File: config.mk
export PLATFORM = sky130hd
export DESIGN_NAME = seg7_bcd_driver
export DESIGN_NICKNAME = d
export VERILOG_FILES = /design/src/rtl/seg7_pkg.sv /design/src/rtl/seg7_encoder.sv /design/src/rtl/seg7_bcd_driver.sv
export SDC_FILE = /design/constraint.sdc
export NUM_CORES = 1
export LEC_CHECK = 0
export ABC_AREA = 1
export BUFFER_PORTS_ARGS = -buffer_cell sky130_fd_sc_hd__buf_4
export CAP_MARGIN = 20
export CELL_PAD_IN_SITES_DETAIL_PLACEMENT = 1
export CELL_PAD_IN_SITES_GLOBAL_PLACEMENT = 1
export CORE_MARGIN = 2
export CORE_UTILIZATION = 41
export DETAILED_ROUTE_END_ITERATION = 16
export GPL_ROUTABILITY_DRIVEN = 0
export GPL_TIMING_DRIVEN = 1
export PLACE_DENSITY_LB_ADDON = 0.1
export RECOVER_POWER = 50
export SETUP_SLACK_MARGIN = 0.5
export SKIP_LAST_GASP = 1
export SYNTH_ARGS = -nofsm -noshare
export SYNTH_HDL_FRONTEND = slang
export SYNTH_SLANG_ARGS = --single-unit
File: constraint.sdc
create_clock -name clk -period 2.2 [get_ports clk]
set_input_delay 0.22 -clock clk [delete_from_list [all_inputs] [get_ports clk]]
set_output_delay 0.22 -clock clk [all_outputs]
set_load 0.02 [all_outputs]
File: src/rtl/seg7_pkg.sv
// Shared types and constants for the seven-segment BCD display driver.
package seg7_pkg;

    typedef enum logic [1:0] {
        IDLE    = 2'd0,
        CONVERT = 2'd1,
        LOAD    = 2'd2
    } seg7_state_e;

    // Active-low patterns, bit 6 = g ... bit 0 = a.
    localparam logic [6:0] SEG_0     = 7'b1000000;
    localparam logic [6:0] SEG_1     = 7'b1111001;
    localparam logic [6:0] SEG_2     = 7'b0100100;
    localparam logic [6:0] SEG_3     = 7'b0110000;
    localparam logic [6:0] SEG_4     = 7'b0011001;
    localparam logic [6:0] SEG_5     = 7'b0010010;
    localparam logic [6:0] SEG_6     = 7'b0000010;
    localparam logic [6:0] SEG_7     = 7'b1111000;
    localparam logic [6:0] SEG_8     = 7'b0000000;
    localparam logic [6:0] SEG_9     = 7'b0010000;
    localparam logic [6:0] SEG_BLANK = 7'b1111111;

    function automatic logic [63:0] max_decimal(input int n);
        logic [63:0] p;
        p = 64'd1;
        for (int i = 0; i < n; i++) begin
            p = p * 64'd10;
        end
        return p - 64'd1;
    endfunction

endpackage

File: src/rtl/seg7_encoder.sv
// Combinational BCD nibble to active-low seven-segment pattern.
module seg7_encoder
    import seg7_pkg::*;
(
    input  logic [3:0] bcd_i,
    output logic [6:0] seg_o
);

    // Nibbles 10..15 cannot come out of the converter and show blank.
    always_comb begin
        seg_o = SEG_BLANK;
        case (bcd_i)
            4'd0:    seg_o = SEG_0;
            4'd1:    seg_o = SEG_1;
            4'd2:    seg_o = SEG_2;
            4'd3:    seg_o = SEG_3;
            4'd4:    seg_o = SEG_4;
            4'd5:    seg_o = SEG_5;
            4'd6:    seg_o = SEG_6;
            4'd7:    seg_o = SEG_7;
            4'd8:    seg_o = SEG_8;
            4'd9:    seg_o = SEG_9;
            default: seg_o = SEG_BLANK;
        endcase
    end

endmodule

File: src/rtl/seg7_bcd_driver.sv
// Binary to BCD (double-dabble, one bit per clock) driving NUM_DIGITS seven-segment digits.
// Define SEG7_BLANK_LEADING_EN to blank leading zero digits.
module seg7_bcd_driver
    import seg7_pkg::*;
#(
    parameter int WIDTH      = 16,
    parameter int NUM_DIGITS = 4
)
(
    input  logic                         clk,
    input  logic                         rst,
    input  logic                         tick,
    input  logic [WIDTH-1:0]             value_in,
    output logic [NUM_DIGITS-1:0][6:0]   seg_out,
    output logic                         busy,
    output logic                         done,
    output logic                         overflow
);

    localparam int              BCD_W     = 4 * NUM_DIGITS;
    localparam int              CNT_W     = $clog2(WIDTH + 1);
    localparam logic [63:0]     MAXV      = max_decimal(NUM_DIGITS);
    localparam logic [CNT_W-1:0] LAST_ITER = CNT_W'(WIDTH - 1);

    seg7_state_e                 state_q, state_d;
    logic [WIDTH-1:0]            shift_q, shift_d;
    logic [BCD_W-1:0]            bcd_q, bcd_d;
    logic [CNT_W-1:0]            cnt_q, cnt_d;
    logic                        ovf_pend_q, ovf_pend_d;
    logic [NUM_DIGITS-1:0][6:0]  seg_q, seg_d;
    logic                        busy_q, busy_d;
    logic                        done_q, done_d;
    logic                        overflow_q, overflow_d;

    logic [63:0]                 value_ext_s;
    logic                        clamp_s;
    logic [WIDTH-1:0]            capture_s;
    logic [BCD_W-1:0]            bcd_adj_s;
    logic [BCD_W-1:0]            bcd_step_s;
    logic [WIDTH-1:0]            shift_step_s;
    logic [NUM_DIGITS-1:0][6:0]  enc_s;
    logic [NUM_DIGITS-1:0][6:0]  disp_s;

    // Clamp comparison is done at 64 bits so it is simply never true when MAXV >= 2^WIDTH.
    always_comb begin
        value_ext_s = 64'(value_in);
        clamp_s     = (value_ext_s > MAXV);
        capture_s   = clamp_s ? MAXV[WIDTH-1:0] : value_in;
    end

    // One double-dabble step: add 3 to every nibble >= 5, then shift in the next MSB.
    always_comb begin
        bcd_adj_s = bcd_q;
        for (int i = 0; i < NUM_DIGITS; i++) begin
            bcd_adj_s[4*i +: 4] = (bcd_q[4*i +: 4] >= 4'd5) ? (bcd_q[4*i +: 4] + 4'd3)
                                                            : bcd_q[4*i +: 4];
        end
        bcd_step_s   = BCD_W'({bcd_adj_s, shift_q[WIDTH-1]});
        shift_step_s = shift_q << 1;
    end

    // Digits are encoded from the post-step value so seg_out is ready in the LOAD cycle.
    for (genvar g = 0; g < NUM_DIGITS; g++) begin : g_enc
        seg7_encoder u_enc (
            .bcd_i (bcd_step_s[4*g +: 4]),
            .seg_o (enc_s[g])
        );
    end

`ifdef SEG7_BLANK_LEADING_EN
    // Blank every digit above the most significant non-zero one; digit 0 always shows.
    always_comb begin : blank_p
        logic leading;
        leading = 1'b1;
        disp_s  = enc_s;
        for (int i = NUM_DIGITS - 1; i >= 1; i--) begin
            leading   = leading && (bcd_step_s[4*i +: 4] == 4'd0);
            disp_s[i] = leading ? SEG_BLANK : enc_s[i];
        end
    end
`else
    // All digits shown, leading zeros included.
    always_comb begin
        disp_s = enc_s;
    end
`endif

    // Next-state and datapath control.
    always_comb begin
        state_d    = state_q;
        shift_d    = shift_q;
        bcd_d      = bcd_q;
        cnt_d      = cnt_q;
        ovf_pend_d = ovf_pend_q;
        seg_d      = seg_q;
        overflow_d = overflow_q;
        done_d     = 1'b0;
        case (state_q)
            IDLE: begin
                if (tick) begin
                    shift_d    = capture_s;
                    ovf_pend_d = clamp_s;
                    bcd_d      = '0;
                    cnt_d      = '0;
                    state_d    = CONVERT;
                end else begin
                    state_d    = IDLE;
                end
            end
            CONVERT: begin
                shift_d = shift_step_s;
                bcd_d   = bcd_step_s;
                cnt_d   = cnt_q + CNT_W'(1);
                if (cnt_q == LAST_ITER) begin
                    seg_d      = disp_s;
                    overflow_d = ovf_pend_q;
                    done_d     = 1'b1;
                    state_d    = LOAD;
                end else begin
                    state_d    = CONVERT;
                end
            end
            LOAD: begin
                cnt_d   = '0;
                state_d = IDLE;
            end
            default: begin
                state_d = IDLE;
            end
        endcase
        busy_d = (state_d != IDLE);
    end

    // State and output registers.
    always_ff @(posedge clk or posedge rst) begin
        if (rst) begin
            state_q    <= IDLE;
            shift_q    <= '0;
            bcd_q      <= '0;
            cnt_q      <= '0;
            ovf_pend_q <= 1'b0;
            seg_q      <= {NUM_DIGITS{SEG_BLANK}};
            busy_q     <= 1'b0;
            done_q     <= 1'b0;
            overflow_q <= 1'b0;
        end else begin
            state_q    <= state_d;
            shift_q    <= shift_d;
            bcd_q      <= bcd_d;
            cnt_q      <= cnt_d;
            ovf_pend_q <= ovf_pend_d;
            seg_q      <= seg_d;
            busy_q     <= busy_d;
            done_q     <= done_d;
            overflow_q <= overflow_d;
        end
    end

    assign seg_out  = seg_q;
    assign busy     = busy_q;
    assign done     = done_q;
    assign overflow = overflow_q;

endmodule

==> results by group <==
Die
  – Initial Util: 42.33%
  – # IOs: 50
  – Die height: 101.9 µm
  – Core Box Area: between 9000 and 10000 µm²
  – Total Die Area: 10380 µm²
  – Die Span X: ~100 µm
  – Row count: 35

Layout
  – Final Net Count: 634
  – Register area: 1812 µm²
  – Area grow syn2layout: 43.14%
  – Multi-input combinational cell area: 2281 µm²
  – Layout cells sized above 1: about 43%
  – Ant. Diodes: 0
  – Final Instance Count excl. Fillers: between 700 and 800
  – Filler cells: 1114
  – Finished Cell Area: 5625 µm²

Worst setup path
  – Crit path largest cell delay: 410 ps
  – Critical path class: flip-flop to flip-flop
  – CP dominant cell by count: nand2_4
  – Slowest cell on the critical path: dfrtp_1
  – Crit path DAT: roughly 2100 ps
  – CP Cell Sequence: inv_2, ha_4, inv_2, nand2_4, nand3_4, nand2_4, nand2_4, nand2_2, nand2_2, clkinv_1, nor3_2, nor2_1
  – Crit end category: flip-flop
  – Req. time, crit path: 2490 ps
  – Crit path launch type: flip-flop
  – Crit-path max FO: 5

Place
  – Dpl ws: 261.1 ps
  – DPL Wire Length: 7111 µm
  – Area post-placement: 4466 µm²
  – Placed cell count: 670
  – I/O Buffers: 49

Yosys
  – Syn_nets: 530
  – Ys Warns: 0
  – Mapped Avg Cell Area: 7.876 µm²
  – Main synth FF type: dfrtp_1
  – Number of synthesized flops with an enable pin: 0
  – Yosys reg bits: 71
  – Sequential element share of the synthesized area: 46.10%
  – Distinct cells, synth: 30
  – Synthesized area: 3930 µm²
  – Post-synth ARST share: 100.0%
  – Cell count after synthesis: approximately 500

Min path
  – Min-Delay Path Class: primary input to flip-flop

Detailed routing
  – WL/cell: 18.50 µm
  – Final Routed Wirelength: 13640 µm
  – Vias/cell: 5.322
  – Via Count: 3922
  – ANT nets after route: 0
  – DR pass1 iterations: 4
  – Post-route DRC: 0
  – 1st-iter DRT viols: 158

Timing
  – Slew margin rel.: 33.90%
  – Min Tclk post-route: 1776 ps
  – Final hold vios: 0
  – Setup Viol. Count Final: 0
  – Skew final: 9.664 ps
  – Fin. max-slew vios: 0
  – Fmax: approximately 0.56 GHz
  – Worst-Margin Slew: 991.6 ps
  – Final period util: 80.71%
  – RSZ-0062 raised after global routing: yes
  – Final setup TNS: 0 ps
  – Final worst slack: roughly 420 ps

Global routing
  – Gr usage total: 21.66%
  – Largest net degree at the start of global routing: 72
  – First-pass GRT wire length: 17750 µm
  – Grt met3 use: slightly above 4%
  – Met1 GRT Util: between 20% and 30%
  – Initial antenna violation count: 0
  – Met2 Use GR: a little under two fifths
  – Vias in the first global route: 3700
  – Grt peak-use layer: met2
  – GR Overflow Total: 0

Job
  – Max_cap viols: 0

CTS
  – Clk_lat worst skew: 360 ps
  – Clk sinks: 71
  – Clock tree buffer depth: 2
  – H-tree Lvls: 3
  – Clock transition at path regs: about 80 ps
  – Root Buffer: clkbuf_8
  – Cts bufs inserted: 9
  – Clock tree from TritonCTS: built

Status
  – Status: completed
[kinds of logic after synthesis]
group | after synthesis | synth area share (%)
and+or+nand+nor | 243 | 28.08
DFF | 71 | 46.10
adders and majority gates | 12 | 3.820
buffers and inverters | 80 | 7.960
AOI/OAI and AO/OA | 93 | 14.04
[sequential cells by signal, indices dropped and copies added (netlist names)]
| signal | flops |
|---|---|
| bcd_q | 16 |
| busy | 1 |
| cnt_q | 5 |
| done | 1 |
| overflow | 1 |
| ovf_pend_q | 1 |
| seg_out | 28 |
| shift_q | 16 |
| state_q | 2 |
[synth_stat cells (all sizes together), types with 3 or more instances]
master  instances  area, µm²
buf             8      40.04
nor2           65      244.0
nand4           5      31.28
a21oi          45      259.0
clkbuf          6      22.52
dfrtp          43       1076
a31oi           3      18.77
dfstp          28      735.7
o21ai          22      128.9
inv            64      242.7
ha             12      150.1
nand2         121      524.3
nand3          47      267.8
o22ai          22      137.6
[worst paths after layout]
path / to / depth (start not counted) / slack, ps / from
setup / recovery: seg_out[7] / 12 / 420 / bcd_q[4]
min in group asynchronous: bcd_q[2] / 4 / 760 / rst
max in group asynchronous: overflow / 4 / 810 / rst
setup reg to reg: seg_out[7] / 12 / 420 / bcd_q[4]
hold reg to reg: seg_out[9] / 2 / 470 / seg_out[9]
hold / removal: shift_q[0] / 4 / 160 / value_in[0]
[metrics by stage]
step                      utilization, %  hold WS (ps)
final                              60.59         155.7
after global routing               60.59         187.3
after CTS                          53.10         161.8
after detailed placement           48.10         361.8
after global placement             48.10         360.3
after floorplan                        -         385.4
[routing by layer]
| metal | vias up | wire (µm) |
|---|---|---|
| li1 | 1835 | - |
| met1 | 1947 | 5644 |
| met2 | 100 | 6995 |
| met3 | 40 | 545 |
| met4 | 0 | 449 |
| met5 | - | 0 |
[cells in the final DEF, fill, tap and decap left out, types with 6 or more instances in the layout]
cell type  synthesis  layout
dfstp_2           28      28
inv_2              6      16
o21ai_0           16      12
buf_6              0       6
a21oi_1           36      29
nand2_1          105      71
nor2_1            65      57
o22ai_1           22      20
nand3_1           42      35
nand3_2            4       6
dfrtp_1           43      43
inv_1             57      44
a21oi_2            9      13
nand2_2           10      24
nand2_4            6      24
nor2_2             0       6
clkbuf_1           6      17
buf_4              0      78
clkbuf_8           0       9
nand3_4            1       6
[worst max-delay path: cells and delay by family, from the launching register on]
family                     cells  cell delay (ps)
adders and majority gates      1              170
buffers and inverters          3              270
DFF                            1              410
and+or+nand+nor                8              840
[cell type report]
type | count | area share [%]
multi-input cells | 348 | 40.55
clock buffers | 12 | 2.402
inverters | 66 | 4.782
well taps | 129 | 2.869
repair buffers | 107 | 15.52
clock inverters | 4 | 1.668
flip-flops and latches | 71 | 32.21
[repair_timing]
| action | CTS | global route |
|---|---|---|
| cloned | 0 | 3 |
| setup buffers | 13 | 34 |
| resized for setup | 36 | 115 |
| hold buffers | 1 | 0 |
| endpoints found under the setup margin | 50 | 57 |
| hold endpoints to repair | 43 | 0 |
| pin swaps | 11 | 44 |
Power is left out: the tool's default activity adds up to more than one toggle a clock period on the data nets, which glitch-free logic cannot reach.
